### src/rtl/box_frame_scheduler_if.sv
// Handshake/bus bundle between the game registers, the frame scheduler
// and the per-pixel box comparators.
interface box_frame_scheduler_if #(
    parameter int NUM_OBJ = 2,
    parameter int HALF_W  = 6
);
    logic                      screenEnd;
    logic [31:0]               game_state;
    logic [NUM_OBJ*32-1:0]     obj_x;
    logic [NUM_OBJ*32-1:0]     obj_y;
    logic [NUM_OBJ-1:0]        obj_en;
    logic [NUM_OBJ*HALF_W-1:0] half_norm;
    logic [NUM_OBJ*HALF_W-1:0] half_small;
    logic [NUM_OBJ*10-1:0]     box_left;
    logic [NUM_OBJ*10-1:0]     box_right;
    logic [NUM_OBJ*9-1:0]      box_top;
    logic [NUM_OBJ*9-1:0]      box_bottom;
    logic [NUM_OBJ-1:0]        box_valid;
    logic                      update_done;
    logic                      busy;
    logic [15:0]               frame_count;

    modport master (
        output screenEnd, game_state, obj_x, obj_y,
        output obj_en, half_norm, half_small,
        input  box_left, box_right, box_top, box_bottom,
        input  box_valid, update_done, busy, frame_count
    );

    modport slave (
        input  screenEnd, game_state, obj_x, obj_y,
        input  obj_en, half_norm, half_small,
        output box_left, box_right, box_top, box_bottom,
        output box_valid, update_done, busy, frame_count
    );
endinterface

### src/rtl/box_frame_scheduler.sv
// Per-frame box edge scheduler: snapshot on screenEnd, compute one
// object per cycle into a shadow bank, then commit the bank atomically.
module box_frame_scheduler #(
    parameter int NUM_OBJ     = 2,
    parameter int SCREEN_W    = 640,
    parameter int SCREEN_H    = 480,
    parameter int SMALL_STATE = 3,
    parameter int HALF_W      = 6
) (
    input  logic                 clk_25mHz,
    input  logic                 reset,
    box_frame_scheduler_if.slave bus
);
    localparam int IDX_W = (NUM_OBJ > 1) ? $clog2(NUM_OBJ) : 1;
    localparam logic [10:0] X_MAX = 11'(SCREEN_W - 1);
    localparam logic [9:0]  Y_MAX = 10'(SCREEN_H - 1);
    localparam logic [IDX_W-1:0] LAST = IDX_W'(NUM_OBJ - 1);

    typedef enum logic [1:0] {IDLE, COMPUTE, COMMIT} state_t;

    state_t                    r_state;
    logic [IDX_W-1:0]          r_idx;
    logic [31:0]               r_gs;
    logic [NUM_OBJ*32-1:0]     r_x;
    logic [NUM_OBJ*32-1:0]     r_y;
    logic [NUM_OBJ-1:0]        r_en;
    logic [NUM_OBJ*HALF_W-1:0] r_hn;
    logic [NUM_OBJ*HALF_W-1:0] r_hs;
    logic [NUM_OBJ*10-1:0]     r_sh_l;
    logic [NUM_OBJ*10-1:0]     r_sh_r;
    logic [NUM_OBJ*9-1:0]      r_sh_t;
    logic [NUM_OBJ*9-1:0]      r_sh_b;
    logic [NUM_OBJ-1:0]        r_sh_v;
    logic [NUM_OBJ*10-1:0]     r_left;
    logic [NUM_OBJ*10-1:0]     r_right;
    logic [NUM_OBJ*9-1:0]      r_top;
    logic [NUM_OBJ*9-1:0]      r_bottom;
    logic [NUM_OBJ-1:0]        r_valid;
    logic                      r_done;
    logic                      r_busy;
    logic [15:0]               r_fc;

    logic [31:0]       w_cx;
    logic [31:0]       w_cy;
    logic [HALF_W-1:0] w_h;
    logic [10:0]       w_hx;
    logic [10:0]       w_cx11;
    logic [10:0]       w_xsub;
    logic [10:0]       w_xadd;
    logic [9:0]        w_hy;
    logic [9:0]        w_cy10;
    logic [9:0]        w_ysub;
    logic [9:0]        w_yadd;
    logic [9:0]        w_l;
    logic [9:0]        w_r;
    logic [8:0]        w_t;
    logic [8:0]        w_b;
    logic              w_v;

    // Edge math for the object selected by r_idx, from snapshot only
    always_comb begin
        w_cx = r_x[32*int'(r_idx) +: 32];
        w_cy = r_y[32*int'(r_idx) +: 32];
        w_h  = (r_gs == 32'(SMALL_STATE))
             ? r_hs[HALF_W*int'(r_idx) +: HALF_W]
             : r_hn[HALF_W*int'(r_idx) +: HALF_W];
        w_hx   = {{(11-HALF_W){1'b0}}, w_h};
        w_hy   = {{(10-HALF_W){1'b0}}, w_h};
        w_cx11 = {1'b0, w_cx[9:0]};
        w_cy10 = {1'b0, w_cy[8:0]};
        w_xsub = w_cx11 - w_hx;
        w_xadd = w_cx11 + w_hx;
        w_ysub = w_cy10 - w_hy;
        w_yadd = w_cy10 + w_hy;
        w_l = (w_cx11 < w_hx) ? 10'd0 : w_xsub[9:0];
        w_r = (w_xadd > X_MAX) ? X_MAX[9:0] : w_xadd[9:0];
        w_t = (w_cy10 < w_hy) ? 9'd0 : w_ysub[8:0];
        w_b = (w_yadd > 10'(Y_MAX)) ? Y_MAX[8:0] : w_yadd[8:0];
        w_v = r_en[r_idx] && (r_gs != 32'd0)
           && (w_cx < 32'(SCREEN_W)) && (w_cy < 32'(SCREEN_H));
    end

    always_ff @(posedge clk_25mHz) begin
        if (reset) begin
            r_state  <= IDLE;
            r_idx    <= '0;
            r_gs     <= '0;
            r_x      <= '0;
            r_y      <= '0;
            r_en     <= '0;
            r_hn     <= '0;
            r_hs     <= '0;
            r_sh_l   <= '0;
            r_sh_r   <= '0;
            r_sh_t   <= '0;
            r_sh_b   <= '0;
            r_sh_v   <= '0;
            r_left   <= '0;
            r_right  <= '0;
            r_top    <= '0;
            r_bottom <= '0;
            r_valid  <= '0;
            r_done   <= 1'b0;
            r_busy   <= 1'b0;
            r_fc     <= '0;
        end else begin
            r_done <= 1'b0;
            case (r_state)
                IDLE: begin
                    if (bus.screenEnd) begin
                        r_gs    <= bus.game_state;
                        r_x     <= bus.obj_x;
                        r_y     <= bus.obj_y;
                        r_en    <= bus.obj_en;
                        r_hn    <= bus.half_norm;
                        r_hs    <= bus.half_small;
                        r_idx   <= '0;
                        r_busy  <= 1'b1;
                        r_state <= COMPUTE;
                    end
                end
                COMPUTE: begin
                    r_sh_l[10*int'(r_idx) +: 10] <= w_l;
                    r_sh_r[10*int'(r_idx) +: 10] <= w_r;
                    r_sh_t[9*int'(r_idx) +: 9]   <= w_t;
                    r_sh_b[9*int'(r_idx) +: 9]   <= w_b;
                    r_sh_v[r_idx]                <= w_v;
                    if (r_idx == LAST) begin
                        r_state <= COMMIT;
                    end else begin
                        r_idx <= r_idx + IDX_W'(1);
                    end
                end
                COMMIT: begin
                    r_left   <= r_sh_l;
                    r_right  <= r_sh_r;
                    r_top    <= r_sh_t;
                    r_bottom <= r_sh_b;
                    r_valid  <= r_sh_v;
                    r_done   <= 1'b1;
                    r_fc     <= r_fc + 16'd1;
                    r_busy   <= 1'b0;
                    r_state  <= IDLE;
                end
                default: r_state <= IDLE;
            endcase
        end
    end

    assign bus.box_left    = r_left;
    assign bus.box_right   = r_right;
    assign bus.box_top     = r_top;
    assign bus.box_bottom  = r_bottom;
    assign bus.box_valid   = r_valid;
    assign bus.update_done = r_done;
    assign bus.busy        = r_busy;
    assign bus.frame_count = r_fc;
endmodule

### src/flat_wrapper.sv
// flat-port wrapper written by rule: the top's interface ports become plain ports
module box_frame_scheduler_flat 
#(
    parameter int NUM_OBJ     = 2,
    parameter int SCREEN_W    = 640,
    parameter int SCREEN_H    = 480,
    parameter int SMALL_STATE = 3,
    parameter int HALF_W      = 6
)
  (clk_25mHz, reset, bus_screenEnd, bus_game_state, bus_obj_x, bus_obj_y, bus_obj_en, bus_half_norm, bus_half_small, bus_box_left, bus_box_right, bus_box_top, bus_box_bottom, bus_box_valid, bus_update_done, bus_busy, bus_frame_count);
  box_frame_scheduler_if #(.NUM_OBJ(NUM_OBJ), .HALF_W(HALF_W)) bus_i ();
  input  logic clk_25mHz;
  input  logic reset;
  input wire logic [$bits(bus_i.screenEnd)-1:0] bus_screenEnd;
  input wire logic [$bits(bus_i.game_state)-1:0] bus_game_state;
  input wire logic [$bits(bus_i.obj_x)-1:0] bus_obj_x;
  input wire logic [$bits(bus_i.obj_y)-1:0] bus_obj_y;
  input wire logic [$bits(bus_i.obj_en)-1:0] bus_obj_en;
  input wire logic [$bits(bus_i.half_norm)-1:0] bus_half_norm;
  input wire logic [$bits(bus_i.half_small)-1:0] bus_half_small;
  output wire logic [$bits(bus_i.box_left)-1:0] bus_box_left;
  output wire logic [$bits(bus_i.box_right)-1:0] bus_box_right;
  output wire logic [$bits(bus_i.box_top)-1:0] bus_box_top;
  output wire logic [$bits(bus_i.box_bottom)-1:0] bus_box_bottom;
  output wire logic [$bits(bus_i.box_valid)-1:0] bus_box_valid;
  output wire logic [$bits(bus_i.update_done)-1:0] bus_update_done;
  output wire logic [$bits(bus_i.busy)-1:0] bus_busy;
  output wire logic [$bits(bus_i.frame_count)-1:0] bus_frame_count;
  assign bus_i.screenEnd = bus_screenEnd;
  assign bus_i.game_state = bus_game_state;
  assign bus_i.obj_x = bus_obj_x;
  assign bus_i.obj_y = bus_obj_y;
  assign bus_i.obj_en = bus_obj_en;
  assign bus_i.half_norm = bus_half_norm;
  assign bus_i.half_small = bus_half_small;
  assign bus_box_left = bus_i.box_left;
  assign bus_box_right = bus_i.box_right;
  assign bus_box_top = bus_i.box_top;
  assign bus_box_bottom = bus_i.box_bottom;
  assign bus_box_valid = bus_i.box_valid;
  assign bus_update_done = bus_i.update_done;
  assign bus_busy = bus_i.busy;
  assign bus_frame_count = bus_i.frame_count;
  box_frame_scheduler #(.NUM_OBJ(NUM_OBJ), .SCREEN_W(SCREEN_W), .SCREEN_H(SCREEN_H), .SMALL_STATE(SMALL_STATE), .HALF_W(HALF_W)) u_core (.clk_25mHz(clk_25mHz), .reset(reset), .bus(bus_i));
endmodule
### config.mk
export PLATFORM = sky130hd
export DESIGN_NAME = box_frame_scheduler_flat
export DESIGN_NICKNAME = d
export VERILOG_FILES = /design/src/rtl/box_frame_scheduler_if.sv /design/src/rtl/box_frame_scheduler.sv /design/src/flat_wrapper.sv
export SDC_FILE = /design/constraint.sdc
export NUM_CORES = 1
export LEC_CHECK = 0
export ABC_AREA = 1
export CORE_ASPECT_RATIO = 0.7
export CORE_MARGIN = 2
export CORE_UTILIZATION = 35
export DETAILED_ROUTE_END_ITERATION = 7
export PLACE_DENSITY = 0.57
export SLEW_MARGIN = 15
export SYNTH_ARGS = -nofsm -noshare
export SYNTH_HDL_FRONTEND = slang
export SYNTH_SLANG_ARGS = --single-unit
### constraint.sdc
create_clock -name clk_25mHz -period 4 [get_ports clk_25mHz]
set_input_delay 0.8 -clock clk_25mHz [delete_from_list [all_inputs] [get_ports clk_25mHz]]
set_output_delay 0.8 -clock clk_25mHz [all_outputs]
set_load 0.02 [all_outputs]
==> PnR_summary.wiki <==
{| class="wikitable"
! Metric !! Value
|-
| Total power || 9.209 mW
|-
| FFs w/ async S/R, synth || 0
|-
| H-Tree Level Count || 2
|-
| TritonCTS clock tree || built
|-
| Setup tns final || 0 ns
|-
| Initial standard-cell utilization of the core || 0.3535
|-
| Most instantiated flip-flop cell in the synthesis netlist || dfxtp_1
|-
| Setup repair after global routing missed its margin || false
|-
| Critical-path maximum fanout || 15
|-
| Met2 usage in global routing || 0.3038
|-
| Mapped Nets || 2247
|-
| Count of yosys warnings during synthesis || 0
|-
| Average vias per placed instance || 4.866
|-
| Cell chosen for the clock root || clkbuf_16
|-
| Headroom to the max-slew limit || 0.4487
|-
| Cells traversed along the worst timing path || nor4_1, buf_4, nand3_1, inv_1, nand2_2, buf_4, a21oi_1, o21ai_0, o21ai_2, ha_1, inv_1, fa_1, inv_1, nand4_1, nand3_1, nand3_1, nand2_1, nand2_1, nand2_4, nand4_1, nand2_1, inv_1
|-
| Flops & latches, synth || 363
|-
| Number of design rule violations left after detail routing || 0
|-
| Layout cell share with drive strength beyond 1 || 0.05429
|-
| Setup Viol. Count Final || 0
|-
| Power per Cell Area || 468.1 nW/µm²
|-
| Critical path endpoint category || flip-flop
|-
| Peak per-stage delay on the critical path || 0.42 ns
|-
| CP most frequent cell || inv_1
|-
| Leakage power || 8.348 nW
|-
| Total Wirelength || 46310 µm
|-
| Post-synth top area cell || dfxtp_1
|-
| Worst-path clk slew || 0.06 ns
|-
| Antenna viol nets, final || 0
|-
| Met3 Track Usage GR || 0.04676
|-
| Type of the most critical hold path || flip-flop to flip-flop
|-
| Critical path buffers and inverters || 6
|-
| TritonCTS sink count || 363
|-
| Insertion delay to the later sink of the worst-skew pair || 0.55 ns
|-
| Largest delay contributor family on the critical path || simple AND/OR/NAND/NOR gates
|-
| Count of flip-flops with a built-in enable after synthesis || 0
|-
| Pin count of the biggest net entering global routing || 136
|-
| Critical path startpoint category || flip-flop
|-
| Met1 demand-to-capacity share in global routing || 0.3025
|-
| Reported max-cap violation count || 0
|-
| Maximum clock path buffer count || 3
|-
| Violation count after the first detailed-route iteration || 917
|-
| Detailed-route via count || 13800
|-
| Tmin final || 3.594 ns
|-
| Fraction of synthesized cell area taken by the top area cell type || 0.4875
|-
| Worst reg-to-reg setup slack || 0.41 ns
|-
| Height of the chip || 176.7 µm
|-
| Largest cells by area after synthesis || dfxtp_1 49%, o21ai_0 9.6%, nor2_1 8.5%
|-
| Via count of the first global-routing pass || 13300
|-
| Count of cell types in the netlist || 35
|-
| WP data required || 4.44 ns
|-
| Crit Path Category || flip-flop to flip-flop
|-
| Busiest grt layer || met2
|-
| Slowest cell on crit path || fa_1
|-
| Avg Cell Area, Syn || 7.347 µm²
|-
| Total congestion overflow after global routing || 0
|-
| Max Freq || 0.2782 GHz
|-
| Syn-to-layout area delta || 31.95%
|-
| Slew Viols, Final || 0
|-
| Count of standard-cell rows || 63
|-
| Number of antenna violations at the first check in global routing || 7
|-
| Synth cell count leaders || 363 x dfxtp_1, 337 x nor2_1, 291 x nand2_1
|-
| Wire length of the first global-routing pass || 72910 µm
|-
| Number of detailed-routing iterations run before antenna repair || 5
|-
| Synthesized instance count || 2029
|-
| Post-route fraction of the period consumed by the critical path || 0.8986
|-
| PortBufs || 284
|-
| Total setup buffers inserted after CTS || 0
|-
| Outcome || complete, no violations
|-
| Core Area || 42170 µm²
|-
| Slew of the pin with the lowest slew margin || 0.8260 ns
|-
| Hold violation count in the final report || 0
|-
| Final standard cell utilization of the core || 0.4665
|-
| Most instantiated library cell after synthesis || dfxtp_1
|-
| Worst hold-check slack || 0.4442 ns
|-
| IO Pins || 285
|-
| Sequential area share after synthesis || 0.4875
|-
| CTS buffer count || 39
|-
| Clock tree skew after final layout || 0.01855 ns
|-
| Gr usage total || 0.2058
|-
| Post-detailed-placement half-perimeter wirelength || 32770 µm
|-
| RD Place Congestion || 0.8523
|-
| Die outline area || 44290 µm²
|-
| Width of the die || 250.7 µm
|-
| VDD IR-drop max || 0.0003270 V
|-
| Routed WL per cell || 16.32 µm
|-
| Synth Cell Area || 14910 µm²
|-
| Final net count || 2472
|-
| Data arrival time of the worst path || 4.03 ns
|-
| Final-layout fill cell count || 4154
|}
-- path summary, 6_finish.rpt --
kind,from,to,cells past startpoint
hold reg to reg,u_core.r_sh_t[4],u_core.bus.box_top[4],2
hold / removal,u_core.r_sh_t[4],u_core.bus.box_top[4],2
setup / recovery,u_core.r_gs[19],u_core.r_sh_r[3],22
setup reg to reg,u_core.r_gs[19],u_core.r_sh_r[3],22
-- worst min-delay path: cells and delay by family (launching register included) --
family / cells / cell delay (ns)
flops: 1 / 0.32
simple gates: 2 / 0.09
-- routing by layer --
layer	part of all wire	wire length [µm]
met1	0.51	23620
met2	0.42	19300
met3	0.054	2519
met4	0.017	806
met5	0.0013	58
-- power by group --
group	total, mW	internal [mW]	switching [mW]	leakage (nW)
clock	3.85	2.35	1.50	0.685
sequential	3.95	3.85	0.101	2.98
combinational	1.41	0.525	0.883	4.69
total	9.21	6.72	2.49	8.35
-- sequential cells by signal, summed over array words and instances, names as in the netlist, 2 cells and up --
name                    count
u_core.r_hs                12
u_core.r_sh_r              20
u_core.bus.box_top         18
u_core.bus.box_left        20
u_core.r_sh_b              18
u_core.bus.box_bottom      18
u_core.r_state              2
u_core.r_gs                32
u_core.r_en                 2
u_core.bus.frame_count     16
u_core.r_x                 64
u_core.r_sh_t              18
u_core.bus.box_valid        2
u_core.r_y                 64
u_core.r_sh_v               2
u_core.r_sh_l              20
u_core.r_hn                12
u_core.bus.box_right       20
-- metrics by stage --
| stage | instance area [µm²] | setup WS, ns | instances |
|---|---|---|---|
| final | 19670 | 0.4056 | 2837 |
| after CTS | 19610 | 0.09621 | 2835 |
| after global routing | 19670 | 0.02581 | 2836 |
| after detailed placement | 18230 | 0.1233 | 2764 |
| after floorplan | 14910 | 0.7346 | 2029 |
| after global placement | 18230 | 0.2187 | 2764 |
-- area by class of cell --
| cell class | instances | area [µm²] | share of cell area |
|---|---|---|---|
| Sequential cell | 363 | 7268 | 0.3695 |
| Multi-Input combinational cell | 1352 | 6504 | 0.3306 |
| Timing Repair Buffer | 309 | 3100 | 0.1576 |
| Clock buffer | 55 | 1157 | 0.05883 |
| Inverter | 189 | 721.9 | 0.03670 |
| Tap cell | 552 | 690.7 | 0.03511 |
| Clock inverter | 16 | 226.5 | 0.01151 |
| Antenna cell | 1 | 2.502 | 0.0001272 |
-- kinds of logic after synthesis --
group / synth area share
adder cells (fa/ha/maj): 0.02635
AND/OR/NAND/NOR: 0.2434
AO/OA/AOI/OAI: 0.1561
flip-flops: 0.4875
XOR/XNOR: 0.005875
buffers and inverters: 0.08082
-- cells in the final DEF, fill, tap and decap left out, types with 3 or more instances in the layout --
master and instances:
a21oi_1 141, nand2_2 6, a211oi_1 3, nor2_4 4, nand3_1 144, nor2_1 333
bufinv_16 5, or2_2 5, nor3_1 7, buf_12 6, inv_1 186, o21a_1 3
xor2_1 8, nand2_1 288, nand4_1 42, ha_1 22, inv_6 3, dfxtp_1 362
clkinv_2 7, clkdlybuf4s50_1 283, clkbuf_8 10, ha_2 3, fa_1 4, buf_4 19
clkbuf_16 40, o21ai_2 5, o21ai_0 286, nor4_1 21, o211ai_1 8, clkbuf_1 5
-- repair_timing --
item                       4_1_cts  5_1_grt
gates resized for setup          0       11
setup endpoints to repair        0       63
hold buffers                     0        0
Note: power is estimated with default switching activity, not from simulation.
